**config.mk**
```make
export PLATFORM = sky130hd
export DESIGN_NAME = rv32_csr_arbiter
export DESIGN_NICKNAME = d
export VERILOG_FILES = /design/src/rtl/rv32_csr_pkg.sv /design/src/rtl/rv32_csr_wdata_alu.sv /design/src/rtl/rv32_csr_arbiter.sv
export SDC_FILE = /design/constraint.sdc
export NUM_CORES = 1
export LEC_CHECK = 0
export ABC_CLOCK_PERIOD_IN_PS = 1900
export CAP_MARGIN = 40
export CORE_ASPECT_RATIO = 1.1
export CORE_MARGIN = 2
export CORE_UTILIZATION = 37
export DETAILED_ROUTE_END_ITERATION = 16
export GPL_ROUTABILITY_DRIVEN = 0
export PLACE_DENSITY = 0.82
export RECOVER_POWER = 25
export SLEW_MARGIN = 20
export SYNTH_ARGS = -nofsm -noshare
export SYNTH_HDL_FRONTEND = slang
export SYNTH_SLANG_ARGS = --single-unit
```
**constraint.sdc**
```tcl
create_clock -name clk -period 1.9 [get_ports clk]
set_clock_uncertainty 0.15 [all_clocks]
set_input_delay 0.285 -clock clk [delete_from_list [all_inputs] [get_ports clk]]
set_output_delay 0.285 -clock clk [all_outputs]
set_load 0.005 [all_outputs]
```
**src/rtl/rv32_csr_pkg.sv**
```systemverilog
// Shared types and constants for the CSR access arbiter and its write-data ALU.
package rv32_csr_pkg;

  // Pipeline write-op encodings (11 is never issued)
  localparam logic [1:0] WRITE_OP_RW = 2'b00;
  localparam logic [1:0] WRITE_OP_RS = 2'b01;
  localparam logic [1:0] WRITE_OP_RC = 2'b10;

  // A few well-known CSR addresses
  localparam logic [11:0] CSR_MSTATUS  = 12'h300;
  localparam logic [11:0] CSR_MSCRATCH = 12'h340;
  localparam logic [11:0] CSR_MEPC     = 12'h341;
  localparam logic [11:0] CSR_CYCLE    = 12'hC00;

  // addr[11:10] == 2'b11 marks the read-only (counter) space
  localparam logic [1:0] CSR_RO_PREFIX = 2'b11;

  typedef enum logic [1:0] {IDLE, READ, WRITE, DONE} state_t;
  typedef enum logic {OWNER_PIPE, OWNER_DBG} owner_t;

  function automatic logic is_read_only(input logic [11:0] addr);
    return addr[11:10] == CSR_RO_PREFIX;
  endfunction

endpackage

```
**src/rtl/rv32_csr_wdata_alu.sv**
```systemverilog
// New CSR value from (op, old value, operand). Debug writes reuse it with op = RW.
module rv32_csr_wdata_alu
  import rv32_csr_pkg::*;
(
  input  logic [1:0]  op,
  input  logic [31:0] old_value,
  input  logic [31:0] operand,
  output logic [31:0] new_value
);

  // RW replaces, RS sets bits, RC clears bits
  always_comb begin
    new_value = operand;
    case (op)
      WRITE_OP_RS: new_value = old_value | operand;
      WRITE_OP_RC: new_value = old_value & ~operand;
      default:     new_value = operand;
    endcase
  end

endmodule

```
**src/rtl/rv32_csr_arbiter.sv**
```systemverilog
// Arbitrates the single CSR-file port between the pipeline and the debug unit,
// running each access as a registered read followed by a conditional write.
//
// state | meaning
// IDLE  | pick an owner, latch its request
// READ  | strobe read, capture old value and hit
// WRITE | judge legality, strobe write if allowed
// DONE  | pulse owner's done/ack with old value and illegal/err
module rv32_csr_arbiter
  import rv32_csr_pkg::*;
#(
  parameter int unsigned STARVE_LIMIT = 4
) (
  input  logic        clk,
  input  logic        reset,
  input  logic        pipe_valid_in,
  input  logic [11:0] pipe_csr_in,
  input  logic        pipe_write_in,
  input  logic [1:0]  pipe_write_op_in,
  input  logic [31:0] pipe_operand_in,
  output logic        pipe_stall_out,
  output logic        pipe_done_out,
  output logic [31:0] pipe_rdata_out,
  output logic        pipe_illegal_out,
  input  logic        dbg_req_in,
  input  logic [11:0] dbg_csr_in,
  input  logic        dbg_we_in,
  input  logic [31:0] dbg_wdata_in,
  output logic        dbg_ack_out,
  output logic [31:0] dbg_rdata_out,
  output logic        dbg_err_out,
  output logic [11:0] csr_addr_out,
  output logic        csr_read_out,
  output logic        csr_write_out,
  output logic [31:0] csr_wdata_out,
  input  logic [31:0] csr_rdata_in,
  input  logic        csr_hit_in
);

  localparam logic [3:0] STARVE_MAX = 4'(STARVE_LIMIT);

  state_t      state_q, state_d;
  owner_t      owner_q;
  logic [11:0] addr_q;
  logic [1:0]  op_q;
  logic [31:0] operand_q;
  logic        write_q;
  logic [31:0] rdata_q;
  logic        hit_q;
  logic        illegal_q;
  logic [3:0]  starve_q;

  logic        grant_pipe;
  logic        grant_dbg;
  logic        illegal_w;
  logic [31:0] alu_result;
  logic        done_now;

  rv32_csr_wdata_alu u_alu (
    .op        (op_q),
    .old_value (rdata_q),
    .operand   (operand_q),
    .new_value (alu_result)
  );

  assign illegal_w = !hit_q || (write_q && is_read_only(addr_q));

  // Next-state and grant decision; debug only wins on its own or once starved
  always_comb begin
    state_d    = state_q;
    grant_pipe = 1'b0;
    grant_dbg  = 1'b0;
    case (state_q)
      IDLE: begin
        if (dbg_req_in && (!pipe_valid_in || starve_q == STARVE_MAX)) begin
          grant_dbg = 1'b1;
          state_d   = READ;
        end else if (pipe_valid_in) begin
          grant_pipe = 1'b1;
          state_d    = READ;
        end
      end
      READ:    state_d = WRITE;
      WRITE:   state_d = DONE;
      DONE:    state_d = IDLE;
      default: state_d = IDLE;
    endcase
  end

  // State register and per-access latches
  always_ff @(posedge clk) begin
    if (reset) begin
      state_q   <= IDLE;
      owner_q   <= OWNER_PIPE;
      addr_q    <= '0;
      op_q      <= WRITE_OP_RW;
      operand_q <= '0;
      write_q   <= 1'b0;
      rdata_q   <= '0;
      hit_q     <= 1'b0;
      illegal_q <= 1'b0;
    end else begin
      state_q <= state_d;
      if (grant_pipe) begin
        owner_q   <= OWNER_PIPE;
        addr_q    <= pipe_csr_in;
        op_q      <= pipe_write_op_in;
        operand_q <= pipe_operand_in;
        write_q   <= pipe_write_in;
      end else if (grant_dbg) begin
        owner_q   <= OWNER_DBG;
        addr_q    <= dbg_csr_in;
        op_q      <= WRITE_OP_RW;
        operand_q <= dbg_wdata_in;
        write_q   <= dbg_we_in;
      end
      if (state_q == READ) begin
        rdata_q <= csr_rdata_in;
        hit_q   <= csr_hit_in;
      end
      if (state_q == WRITE) begin
        illegal_q <= illegal_w;
      end
    end
  end

  // Starvation counter: counts pipeline wins over a waiting debug request
  always_ff @(posedge clk) begin
    if (reset) begin
      starve_q <= '0;
    end else if (state_q == IDLE) begin
      if (grant_dbg || !dbg_req_in) begin
        starve_q <= '0;
      end else if (grant_pipe && starve_q != STARVE_MAX) begin
        starve_q <= starve_q + 4'd1;
      end
    end
  end

  // Strobes are masked by reset so an access aborted mid-flight never writes
  always_comb begin
    done_now         = (state_q == DONE);
    csr_addr_out     = addr_q;
    csr_read_out     = (state_q == READ) && !reset;
    csr_write_out    = (state_q == WRITE) && write_q && !illegal_w && !reset;
    csr_wdata_out    = ((state_q == WRITE) && !reset) ? alu_result : '0;
    pipe_done_out    = done_now && (owner_q == OWNER_PIPE);
    pipe_rdata_out   = pipe_done_out ? rdata_q : '0;
    pipe_illegal_out = pipe_done_out && illegal_q;
    dbg_ack_out      = done_now && (owner_q == OWNER_DBG);
    dbg_rdata_out    = dbg_ack_out ? rdata_q : '0;
    dbg_err_out      = dbg_ack_out && illegal_q;
    pipe_stall_out   = pipe_valid_in && !pipe_done_out;
  end

endmodule
```
==> flow_metrics.tcl <==
set metrics [dict create \
    outcome "complete, but fails checks" \
    violations "setup timing" \
    yosysTopAreaCellShare_pct 36.20 \
    yosysSeqAreaShare_pct 36.20 \
    synth-warning-count 0 \
    final_cells 1128 \
    fin_setup_tns_ps -27130 \
    worstMarginPinSlew_ps 833.0 \
    p_per_area_nw_per_um2 1246 \
    port_buffers 243 \
    rsz0062_at_grt "true" \
    hold_buffers 0 \
    place_inst 1036 \
    via_per_inst 5.910 \
    worstPathRequired_ps 1460 \
    syn-instance-count 654 \
    switching_share_pct 40.81 \
    dp_hpwl_um 13220 \
    synth-main-ff-cell "dfxtp_1" \
    syn_to_final_growth_pct 109.6 \
    ys_seq_elements 88 \
    grt_first_pass_wirelength_um 33890 \
    setup_viol 146 \
    power.internal_uw 7523 \
    worst_r2r_path_depth 12 \
    ir_worst_vdd_v 0.0007380 \
    clock-sinks 88 \
    synth-edff-count 0 \
    hold_end "hit_q" \
    power_uw 12710 \
    htree_num_levels 3 \
    synthArstFlopShare_pct 0 \
    syn_area_um2 4867 \
    cp-startpoint "op_q[0]" \
    cts_root_buffer "clkbuf_16" \
    die_w_um 113.4 \
    min_path_cells 2 \
    netlist_top_cells_area "dfxtp_1 36%, a311oi_1 8.3%, nand2_1 7.3%, a21oi_1 7.0%, mux2i_1 6.8%" \
    drc_errors 0 \
    pwr-share-seq_pct 24.2 \
    slew_violations 0 \
    endpoint_kind "primary output" \
    clkLatencyLatePin_ps 340 \
    dieArea_um2 14090 \
    ctsLongestPathBuffers 2 \
    rows 43 \
    syn_avg_cell_area_um2 7.442 \
    hold_viol 0 \
    leakagePower_uw 0.004281 \
    drt-total-wl_um 26460 \
    path_class "reg -> out" \
    post-synth-top-area-cell "dfxtp_1" \
    max_cap_violations 0 \
    critPathArrivalTime_ps 1880 \
    start_util_pct 38.17 \
    ant_nets 0 \
    drtIter0Drc 608 \
    grt_max_degree 67 \
    switchingPower_uw 5187 \
    grt_overflow 0 \
    synthDistinctLibCells 30 \
    fin_nets 1104 \
    cp_max_fo 6 \
    antenna_found_initial 2 \
    syn-num-nets 792 \
    start_kind "flop" \
    r2r_end "operand_q[28]" \
    drt-pass1-iter-count 7 \
    clkPwrFrac_pct 15.1 \
    core_um2 12750 \
    period_share_pct 121.7 \
    io_pins 244 \
    numCtsBuffers 9 \
    hold_class "reg -> reg" \
    max_freq_mhz 432.3 \
    synth_common_cells "95 x nand2_1, 88 x dfxtp_1, 86 x nor2_1, 68 x a21oi_1, 46 x a311oi_1" \
    cts_tree "done" \
    worst_r2r_startpoint "state_q[0]" \
    max_slew_margin_pct 44.46 \
    min-delay-start "hit_q" \
    clk_pin_slew_ps 60 \
    grt_pass1_vias 6189 \
    routedWlPerCell_um 23.46 \
    drive_above_1_share_pct 47.27 \
    comb_power_share_pct 60.7 \
    worst_hold_slack_ps 348.5 \
    synth.most_common_cell "nand2_1" \
    post-route-min-period_ps 2313 \
    die_h_um 124.3 \
    vias 6666 \
    setup_ws_ps -413.0 \
    rrSetupSlack_ps -340 \
    grt.total_usage_pct 30.74 \
]
[logic make-up (layout without fill, tap and decap cells)]
| family | count (synthesis) | count (layout) | share of synthesized area (%) |
|---|---|---|---|
| multiplexers | 33 | 33 | 6.787 |
| adder cells (fa/ha/maj) | 9 | 9 | 2.314 |
| other | 0 | 2 | 0 |
| AND/OR/NAND/NOR | 300 | 300 | 28.51 |
| AO/OA/AOI/OAI | 126 | 126 | 17.10 |
| buffers and inverters | 98 | 413 | 9.100 |
| flip-flops | 88 | 88 | 36.20 |
[cell usage in the layout, fill, tap and decap left out, types with 3 or more instances in the layout]
master / count
a21oi_2: 27
nand2_4: 36
and2_4: 31
nor2_1: 86
dfxtp_1: 84
buf_16: 13
mux2i_1: 33
a311oi_2: 34
nand2_1: 31
a21oi_1: 32
nor2b_1: 3
and3_1: 6
and2_1: 3
a21oi_4: 9
buf_8: 10
inv_1: 37
nor3_2: 10
nor3_1: 22
a311oi_1: 13
clkdlybuf4s50_1: 139
buf_6: 103
ha_1: 3
and3_4: 27
buf_12: 14
ha_4: 6
buf_4: 26
nor2b_4: 4
buf_2: 43
clkbuf_16: 14
nand2b_1: 4
nand2_2: 28
nand3_1: 4
[sequential cells by signal (all words and copies together) (netlist names)]
| signal | cells |
|---|---|
| hit_q | 1 |
| rdata_q | 32 |
| op_q | 2 |
| state_q | 2 |
| owner_q | 1 |
| operand_q | 32 |
| illegal_q | 1 |
| write_q | 1 |
| csr_addr_out | 12 |
| starve_q | 4 |
[per-layer routing]
layer / up-vias / GRT usage (%) / part of all wire [%]
met2: 494 / 51.11 / 49
met5: - / 0 / 0
met4: 0 / 19.08 / 6.8
met3: 149 / 6.472 / 7.9
met1: 3150 / 35.75 / 36
li1: 2873 / - / -
[worst max-delay path by stage]
stage / to / slack, ps / cells after the start
final: csr_wdata_out[24] / -410 / 8
after global routing: csr_wdata_out[23] / -460 / 8
after CTS: csr_wdata_out[1] / -370 / 8
after detailed placement: csr_wdata_out[25] / -370 / 7
after global placement: csr_wdata_out[29] / -330 / 7
after floorplan: csr_wdata_out[10] / 30 / 7
[worst max-delay path, stage by stage (launching register included)]
cell	delay (ps)
dfxtp_2	350
inv_2	50
ha_4	270
or2_4	200
buf_6	160
buf_6	140
a21oi_4	40
nor3_2	170
buf_2	160
[area by class of cell]
type / count / area, µm²
well taps: 157 / 196.4
fillers: 718 / 2551
clock buffers: 10 / 239.0
clock inverters: 4 / 70.07
flip-flops and latches: 88 / 1772
inverters: 41 / 161.4
repair buffers: 358 / 3936
diodes: 2 / 5.005
multi-input cells: 468 / 3820
[power groups by stage]
stage	sequential (µW)	combinational (µW)	clock, µW
global route	3100	8020	2020
floorplan	2800	2550	0
global placement	2940	4040	0
detailed placement	2960	4100	0
finish	3080	7720	1910
CTS	2950	6230	1910
[stage by stage]
step / worst slack, ps / instance area [µm²] / util [%]
2_1_floorplan: 33.09 / 4867 / -
3_3_place_gp: -329.5 / 7637 / 59.90
3_5_place_dp: -371.9 / 7637 / 59.90
4_1_cts: -374.1 / 9010 / 70.66
5_1_grt: -460.4 / 10200 / 79.99
6_report: -413.0 / 10200 / 79.99
[what timing repair did]
| action | CTS | global route |
|---|---|---|
| gates cloned | 21 | 5 |
| pin swaps | 67 | 85 |
| buffers inserted | 49 | 27 |
| setup endpoints to repair | 137 | 179 |
| gates resized for setup | 559 | 282 |
Power figures use the tool's default switching activity.
